<file path="config.mk">
export PLATFORM = sky130hd
export DESIGN_NAME = adder1_seq
export DESIGN_NICKNAME = d
export VERILOG_FILES = /design/src/rtl/adder1_pkg.sv /design/src/rtl/adder1_acc_dp.sv /design/src/rtl/adder1_seq.sv
export SDC_FILE = /design/constraint.sdc
export NUM_CORES = 1
export LEC_CHECK = 0
export CAP_MARGIN = 20
export CORE_MARGIN = 2
export CORE_UTILIZATION = 52
export DETAILED_ROUTE_END_ITERATION = 7
export PLACE_DENSITY = 0.81
export SETUP_SLACK_MARGIN = 0.2
export SLEW_MARGIN = 20
export SYNTH_ARGS = -nofsm -noshare
export SYNTH_HDL_FRONTEND = slang
export SYNTH_SLANG_ARGS = --single-unit
</file>
<file path="constraint.sdc">
create_clock -name clk -period 3.6 [get_ports clk]
set_input_delay 1.08 -clock clk [delete_from_list [all_inputs] [get_ports clk]]
set_output_delay 1.08 -clock clk [all_outputs]
set_load 0.01 [all_outputs]
</file>
<file path="src/rtl/adder1_pkg.sv">
// adder1_pkg: types and helpers shared by the sequential operand adder and
// the chain adder's bench.
//   adder1_state_e : FSM states of adder1_seq
//   sum_width()    : result width that holds the sum of num width-bit operands
package adder1_pkg;

    typedef enum logic [1:0] {
        IDLE,
        ACCUM,
        DONE
    } adder1_state_e;

    function automatic int sum_width(input int width, input int num);
        return width + $clog2(num);
    endfunction

endpackage

</file>
<file path="src/rtl/adder1_acc_dp.sv">
// adder1_acc_dp: accumulator datapath for adder1_seq.
//   clk, rst  : clock, synchronous active-high reset
//   clear     : zero acc and cnt on this edge (takes priority over load)
//   load      : add in_data (zero-extended) into acc and bump cnt
//   in_data   : operand
//   acc       : running sum
//   cnt       : operands accumulated in the current batch
module adder1_acc_dp #(
    parameter int WIDTH     = 32,
    parameter int SUM_WIDTH = 36,
    parameter int CNT_WIDTH = 5
) (
    input  logic                 clk,
    input  logic                 rst,
    input  logic                 clear,
    input  logic                 load,
    input  logic [WIDTH-1:0]     in_data,
    output logic [SUM_WIDTH-1:0] acc,
    output logic [CNT_WIDTH-1:0] cnt
);

    always_ff @(posedge clk) begin
        if (rst || clear) begin
            acc <= '0;
            cnt <= '0;
        end else if (load) begin
            acc <= acc + SUM_WIDTH'(in_data);
            cnt <= cnt + CNT_WIDTH'(1);
        end
    end

endmodule

</file>
<file path="src/rtl/adder1_seq.sv">
// adder1_seq: sums a batch of NUM unsigned operands received one per accepted
// beat and presents the result on a valid/ready output.
//   clk, rst  : clock, synchronous active-high reset
//   in_valid  : operand offered        in_ready : operand can be accepted
//   in_data   : operand (unsigned)
//   out_valid : out_sum holds a result out_ready: downstream takes the result
//   out_sum   : batch sum, 0 when no result is pending
//   busy      : batch in progress or result not yet delivered
module adder1_seq
    import adder1_pkg::*;
#(
    parameter int WIDTH     = 32,
    parameter int NUM       = 16,
    parameter int SUM_WIDTH = sum_width(WIDTH, NUM)
) (
    input  logic                 clk,
    input  logic                 rst,
    input  logic                 in_valid,
    output logic                 in_ready,
    input  logic [WIDTH-1:0]     in_data,
    output logic                 out_valid,
    input  logic                 out_ready,
    output logic [SUM_WIDTH-1:0] out_sum,
    output logic                 busy
);

    localparam int CNT_WIDTH = $clog2(NUM + 1);
    localparam logic [CNT_WIDTH-1:0] LAST_CNT = CNT_WIDTH'(NUM - 1);

    adder1_state_e state_q, state_d;

    logic                 load;
    logic                 clear;
    logic                 last_beat;
    logic [SUM_WIDTH-1:0] acc;
    logic [CNT_WIDTH-1:0] cnt;

    // Handshake outputs decode only the state register, so they carry no
    // combinational path from in_valid or out_ready.
    assign in_ready  = (state_q != DONE);
    assign out_valid = (state_q == DONE);
    assign busy      = (state_q != IDLE);
    assign out_sum   = out_valid ? acc : '0;

    assign load      = in_valid && in_ready;
    assign clear     = out_valid && out_ready;
    // cnt is 0 in IDLE, so with NUM==1 the first beat is already the last.
    assign last_beat = (cnt == LAST_CNT);

    always_ff @(posedge clk) begin
        if (rst) begin
            state_q <= IDLE;
        end else begin
            state_q <= state_d;
        end
    end

    always_comb begin
        state_d = state_q;
        case (state_q)
            IDLE: begin
                if (load) begin
                    state_d = last_beat ? DONE : ACCUM;
                end
            end
            ACCUM: begin
                if (load && last_beat) begin
                    state_d = DONE;
                end
            end
            DONE: begin
                if (out_ready) begin
                    state_d = IDLE;
                end
            end
            default: state_d = IDLE;
        endcase
    end

    adder1_acc_dp #(
        .WIDTH     (WIDTH),
        .SUM_WIDTH (SUM_WIDTH),
        .CNT_WIDTH (CNT_WIDTH)
    ) u_dp (
        .clk     (clk),
        .rst     (rst),
        .clear   (clear),
        .load    (load),
        .in_data (in_data),
        .acc     (acc),
        .cnt     (cnt)
    );

endmodule
</file>
Yosys cells after proc, flatten, opt, wreduce, memory -nomap -nowiden

Cells that the tools add are included.
Widths: inputs -> output; s select.

$add $sub $neg: 2
Equal/unequal tests: 7
Mux-type cells: 6
Reductions and logical operators: 7

Operators with widths:

| cell                | number |
|---|---|
| $add 36x32->36      | 1 |
| $mux 36             | 1 |
| $mux 2              | 4 |
| $ne 2x2->1 const B  | 3 |
| $pmux 2 s3          | 1 |
| $add 5x1->5 const B | 1 |
| $eq 5x4->1 const B  | 1 |
| $logic_and 1x1->1   | 3 |
| $reduce_and 3->1    | 1 |
| $eq 2x1->1 const B  | 1 |
| $eq 2x2->1 const B  | 1 |
| $logic_not 2->1     | 1 |
| $ne 2x1->1 const B  | 1 |
| $reduce_bool 2->1   | 1 |
| $logic_or 1x1->1    | 1 |

Register bits after elaboration: 43
Input bits: 36
Output and inout bits: 39
Word-level logic and storage cells: 25

Longest topological paths before layout

Gate-level depths: netlist of the first run.

Depth after elaboration: 5
Mapped depth: 10
Gate-level depth less buffers: 10

Cells and area by module

Synthesis of the first run repeated with hierarchy kept, for this count alone.

Cell total of the unflattened synthesis: 473
Area total of the unflattened synthesis: 3873.7 sq um

By module, submodules not included:

| module        | instances | cells an instance | area each (sq um) | sequential area each (sq um) |
|---|---|---|---|---|
| adder1_acc_dp | 1         | 419               | 3508.4            | 820.8 |
| adder1_seq    | 1         | 54                | 365.4             | 40.0 |

Worst setup path before layout of the first run

OpenSTA, ideal clock, no wires.

Path kind: input to register
From: in in_data[0]
To: reg u_dp.acc[22]
Setup time: 0.125 ns
Arrival: 3.050 ns
Required time: 3.475 ns
Setup slack: 0.424 ns
Stages: 10
Path buffers: 0
Cells stage by stage: ha_1 fa_1 a21oi_1 o211ai_2 o31a_2 nand3_1 a31oi_1 a31oi_1 xor2_1 o21ai_1

Cells in the longest elaborated chain, start to end: 1

Ends and longest elaborated chain:

| item                 | RTL line            | RTL |
|---|---|---|
| start, declared      | adder1_seq.sv:20    | `input logic [WIDTH-1:0] in_data,` |
| $add 36x32->36       | adder1_acc_dp.sv:27 | `acc <= acc + SUM_WIDTH'(in_data);` |
| end signal, assigned | adder1_acc_dp.sv:27 |  |
| end, declared        | adder1_acc_dp.sv:18 | `output logic [SUM_WIDTH-1:0] acc,` |

No other way between the ends.
A chain may end at the register's enable or synchronous reset.

Worst setup path after layout of the first run

From: in in_data[0]
To: reg u_dp.acc[24]

The elaborated chain is that of the path after synthesis.

==> results.toml, run 1 <==
[run_status]
status = "finished clean"

[power_and_ir_drop]
cellLeakagePower_nw = 1.89
ir_drop_mv = 0.248
pwr_density_cell_nw_per_um2 = 369
total_power_w = 0.00170

[floorplan]
core_region_area_um2 = 6720
std_cell_rows = 30
dieArea_um2 = 7530
die_height_um = 86.8
effective_utilization_at_floorplan_pct = 53.0
dieWidth_um = 86.8
ios = 75

[logic_synthesis]
synth_top_area_share_pct = 24.2
yosys_register_bits = 43
post_synth_xor_area_fraction_pct = 7.87
synthMostInstantiatedCell = "sky130_fd_sc_hd__nand2_1"
synthTopCellsByArea = "sky130_fd_sc_hd__dfxtp_1 24%, sky130_fd_sc_hd__ha_1 12%, sky130_fd_sc_hd__nand2_1 6.5%"
synth_fa_ha_area_share_pct = 12.5
main_combinational_cell_family_by_area_after_synthesis = "simple AND/OR/NAND/NOR gates"
synth-simple-area-share_pct = 27.1
synthesis.yosys.warnings = 0
synth.largest_area_cell = "sky130_fd_sc_hd__dfxtp_1"
synth_compound_area_share_pct = 23.6
synthesis.instances = 461
synth-async-reset-ratio_pct = 0
synth_enable_flop_cells = 0
post_synth_instance_area_um2 = 3560
post_synthesis_mux_area_share_pct = 0.562
synth-seq-area-share_pct = 24.2
primary_flip_flop_cell_chosen_by_synthesis_mapping = "sky130_fd_sc_hd__dfxtp_1"
syn-mean-instance-area_um2 = 7.72
netlist_top_cells_count = "62 x sky130_fd_sc_hd__nand2_1, 46 x sky130_fd_sc_hd__a21oi_1, 43 x sky130_fd_sc_hd__dfxtp_1"
mappedNetlistNets = 532
synth.distinct_cells = 61

[placement]
place_hpwl_um = 6760
place_congestion = 0.867
placed_cells_incl_taps = 611
io_buffer_count = 74

[timing]
final_worst_path_cycle_share_pct = 91.7
finalSetupViolations = 0
slew-limit-headroom_pct = 29.2
setup_repair_after_global_routing_missed_its_margin = "yes"
final.min_clock_period_ns = 3.30
timing.fmax_mhz = 303
hold_viol = 0
final_number_of_max_transition_violations = 0
worstMarginPinSlew_ns = 1.06
clock-skew-final_ns = 0.0133
setup-tns-final_ns = 0
finalHoldWorstSlack_ns = 0.473

[clock_tree]
ctsHtreeMaxLevel = 2
clk_path_buf_depth = 2
clock_transition_time_at_the_flip_flop_clock_pins_of_the_worst_setup_and_hold_paths_ns = 0.09
tritoncts.num_buffers = 5
clk_latency_ns = 0.31
tritoncts_clock_tree = "built"
clock-root-buffer = "sky130_fd_sc_hd__clkbuf_8"
post_cts_hold_buffer_count = 0
cts.sinks = 43

[setup_path]
crit_path_end_kind = "register"
criticalPathCategory = "in2reg"
path_cells = "clkdlybuf4s50_1 > ha_2 > fa_2 > a21oi_4 > o211ai_4 > a31oi_4 > o2111ai_4 > and2_4 > or3_1 > a21oi_1"
timing.critical_path.from_type = "input port"
critical_path.top_delay_family = "compound AO/OA/AOI/OAI gates"
cp_num_buf_inv = 1
data_arrival_time_of_the_worst_path_ns = 3.55
max_stage_delay_ns = 0.43
required_ns = 3.85
path_max_fanout = 5
crit_path_top_delay_cell = "sky130_fd_sc_hd__fa_2"

[detailed_routing]
detailedRoute.firstIterationViolations = 198
post_route_antenna_net_violation_count = 0
detailroute.via_count = 3612
drcViolationCount = 0
drt_first_pass_iters = 4
post_drt_wl_per_cell_um = 15.3
routed_wirelength_um = 9570
route.detailed.vias_per_inst = 5.78

[hold_path]
min_path_type = "reg2reg"

[global_route]
vias_in_the_first_global_route = 3417
number_of_antenna_violations_at_the_first_check_in_global_routing = 0
grt_max_degree = 40
grtUsageTotal_pct = 24.5
grt_first_pass_wirelength_um = 15200
overflow = 0

[run]
max_cap_violations = 0

[cells_and_area]
synthToLayoutAreaGrowth_pct = 29.5
layout.filler_cells = 557
diodes = 0
layout.cells.non_filler = 625
final_layout_size_suffix_gt1_share_pct = 11.2
nets = 615
-- cell type report --
cell class | instances | area [um^2] | share of cell area (%)
clock inverter | 2 | 12.5 | 0.271
sequential | 43 | 861 | 18.7
multi-input combinational | 391 | 2630 | 57.0
clock buffer | 6 | 72.6 | 1.57
tap | 80 | 100 | 2.17
inverter | 7 | 30.0 | 0.651
timing repair buffer | 95 | 898 | 19.5
timing repair inverter | 1 | 7.51 | 0.163
-- routing by layer --
metal	GRT usage [%]	vias up	part of all wire, %
li1	-	1798	-
met1	32.5	1694	47
met2	41.5	107	48
met3	3.71	13	4.4
met4	6.25	0	1.3
met5	0	-	0
-- through the flow --
stage	util, %	setup WS [ns]	area (um^2)
after floorplan	-	0.424	3560
after global placement	65.5	-0.138	4400
after detailed placement	65.5	-0.200	4400
after CTS	67.0	0.191	4500
after global routing	68.6	0.158	4610
final	68.6	0.297	4610
-- worst reg2reg max path, cell delays in order (launching register included) --
cell	delay (ns)
sky130_fd_sc_hd__dfxtp_1	0.34
sky130_fd_sc_hd__nand2b_1	0.32
sky130_fd_sc_hd__clkinvlp_4	0.19
sky130_fd_sc_hd__buf_4	0.18
sky130_fd_sc_hd__buf_4	0.14
sky130_fd_sc_hd__a21o_2	0.21
sky130_fd_sc_hd__nor2_1	0.80
sky130_fd_sc_hd__nand2_1	0.11
sky130_fd_sc_hd__o21ai_0	0.11
-- placed cells by master, fill, tap and decap left out, types with 5 or more instances in the layout --
cell type	count
sky130_fd_sc_hd__nand2b_1	5
sky130_fd_sc_hd__and2_1	37
sky130_fd_sc_hd__nor2_1	34
sky130_fd_sc_hd__o21ai_0	24
sky130_fd_sc_hd__ha_1	33
sky130_fd_sc_hd__dfxtp_1	43
sky130_fd_sc_hd__nand2_1	62
sky130_fd_sc_hd__xnor2_1	19
sky130_fd_sc_hd__xor2_1	13
sky130_fd_sc_hd__clkdlybuf4s50_1	74
sky130_fd_sc_hd__clkbuf_8	5
sky130_fd_sc_hd__a21o_1	12
sky130_fd_sc_hd__buf_4	21
sky130_fd_sc_hd__a21oi_1	43
sky130_fd_sc_hd__nand4_1	8
sky130_fd_sc_hd__o21ai_1	9
sky130_fd_sc_hd__inv_1	6
sky130_fd_sc_hd__nand3_1	19
-- cell families after synthesis --
group           after synthesis
fa+ha+maj                    35
flops                        43
compound gates              130
buf+inv                      27
mux                           2
xor+xnor                     32
simple gates                192
-- registers in the layout, indices dropped and copies added, names as in the netlist --
| register | cells |
|---|---|
| u_dp.acc | 36 |
| u_dp.cnt | 5 |
| state_q | 2 |
-- power breakdown --
| group | switching [W] | total, W | internal (W) | leakage [nW] |
|---|---|---|---|---|
| clock network | 0.000185 | 0.000321 | 0.000136 | 0.0412 |
| logic | 0.000434 | 0.000795 | 0.000361 | 1.50 |
| registers | 0.0000474 | 0.000585 | 0.000537 | 0.354 |
-- path summary, 6_finish.rpt --
check | cells after the start | startpoint | end | slack, ns
worst max-delay path | 10 | in_data[0] | u_dp.acc[24] | 0.30
worst max register to register | 8 | state_q[0] | u_dp.acc[14] | 1.11
worst min-delay path | 2 | u_dp.acc[29] | u_dp.acc[29] | 0.47
worst min register to register | 2 | u_dp.acc[29] | u_dp.acc[29] | 0.47
-- repair_timing --
item / in CTS / in global routing
endpoints found under the setup margin: 41 / 49
gates resized for setup: 3 / 12
pin swaps: 0 / 9
hold endpoints to repair: 0 / 0
cloned: 0 / 1
buffers inserted: 0 / 5
No activity file was read; power rests on OpenSTA's default activity.
==> inputs of run 2 (changes only) <==
CTS_CLUSTER_DIAMETER = 150   (was unset)
==> results of run 2 <==
No change in the layout: final DEF, timing and power equal those of run 1.
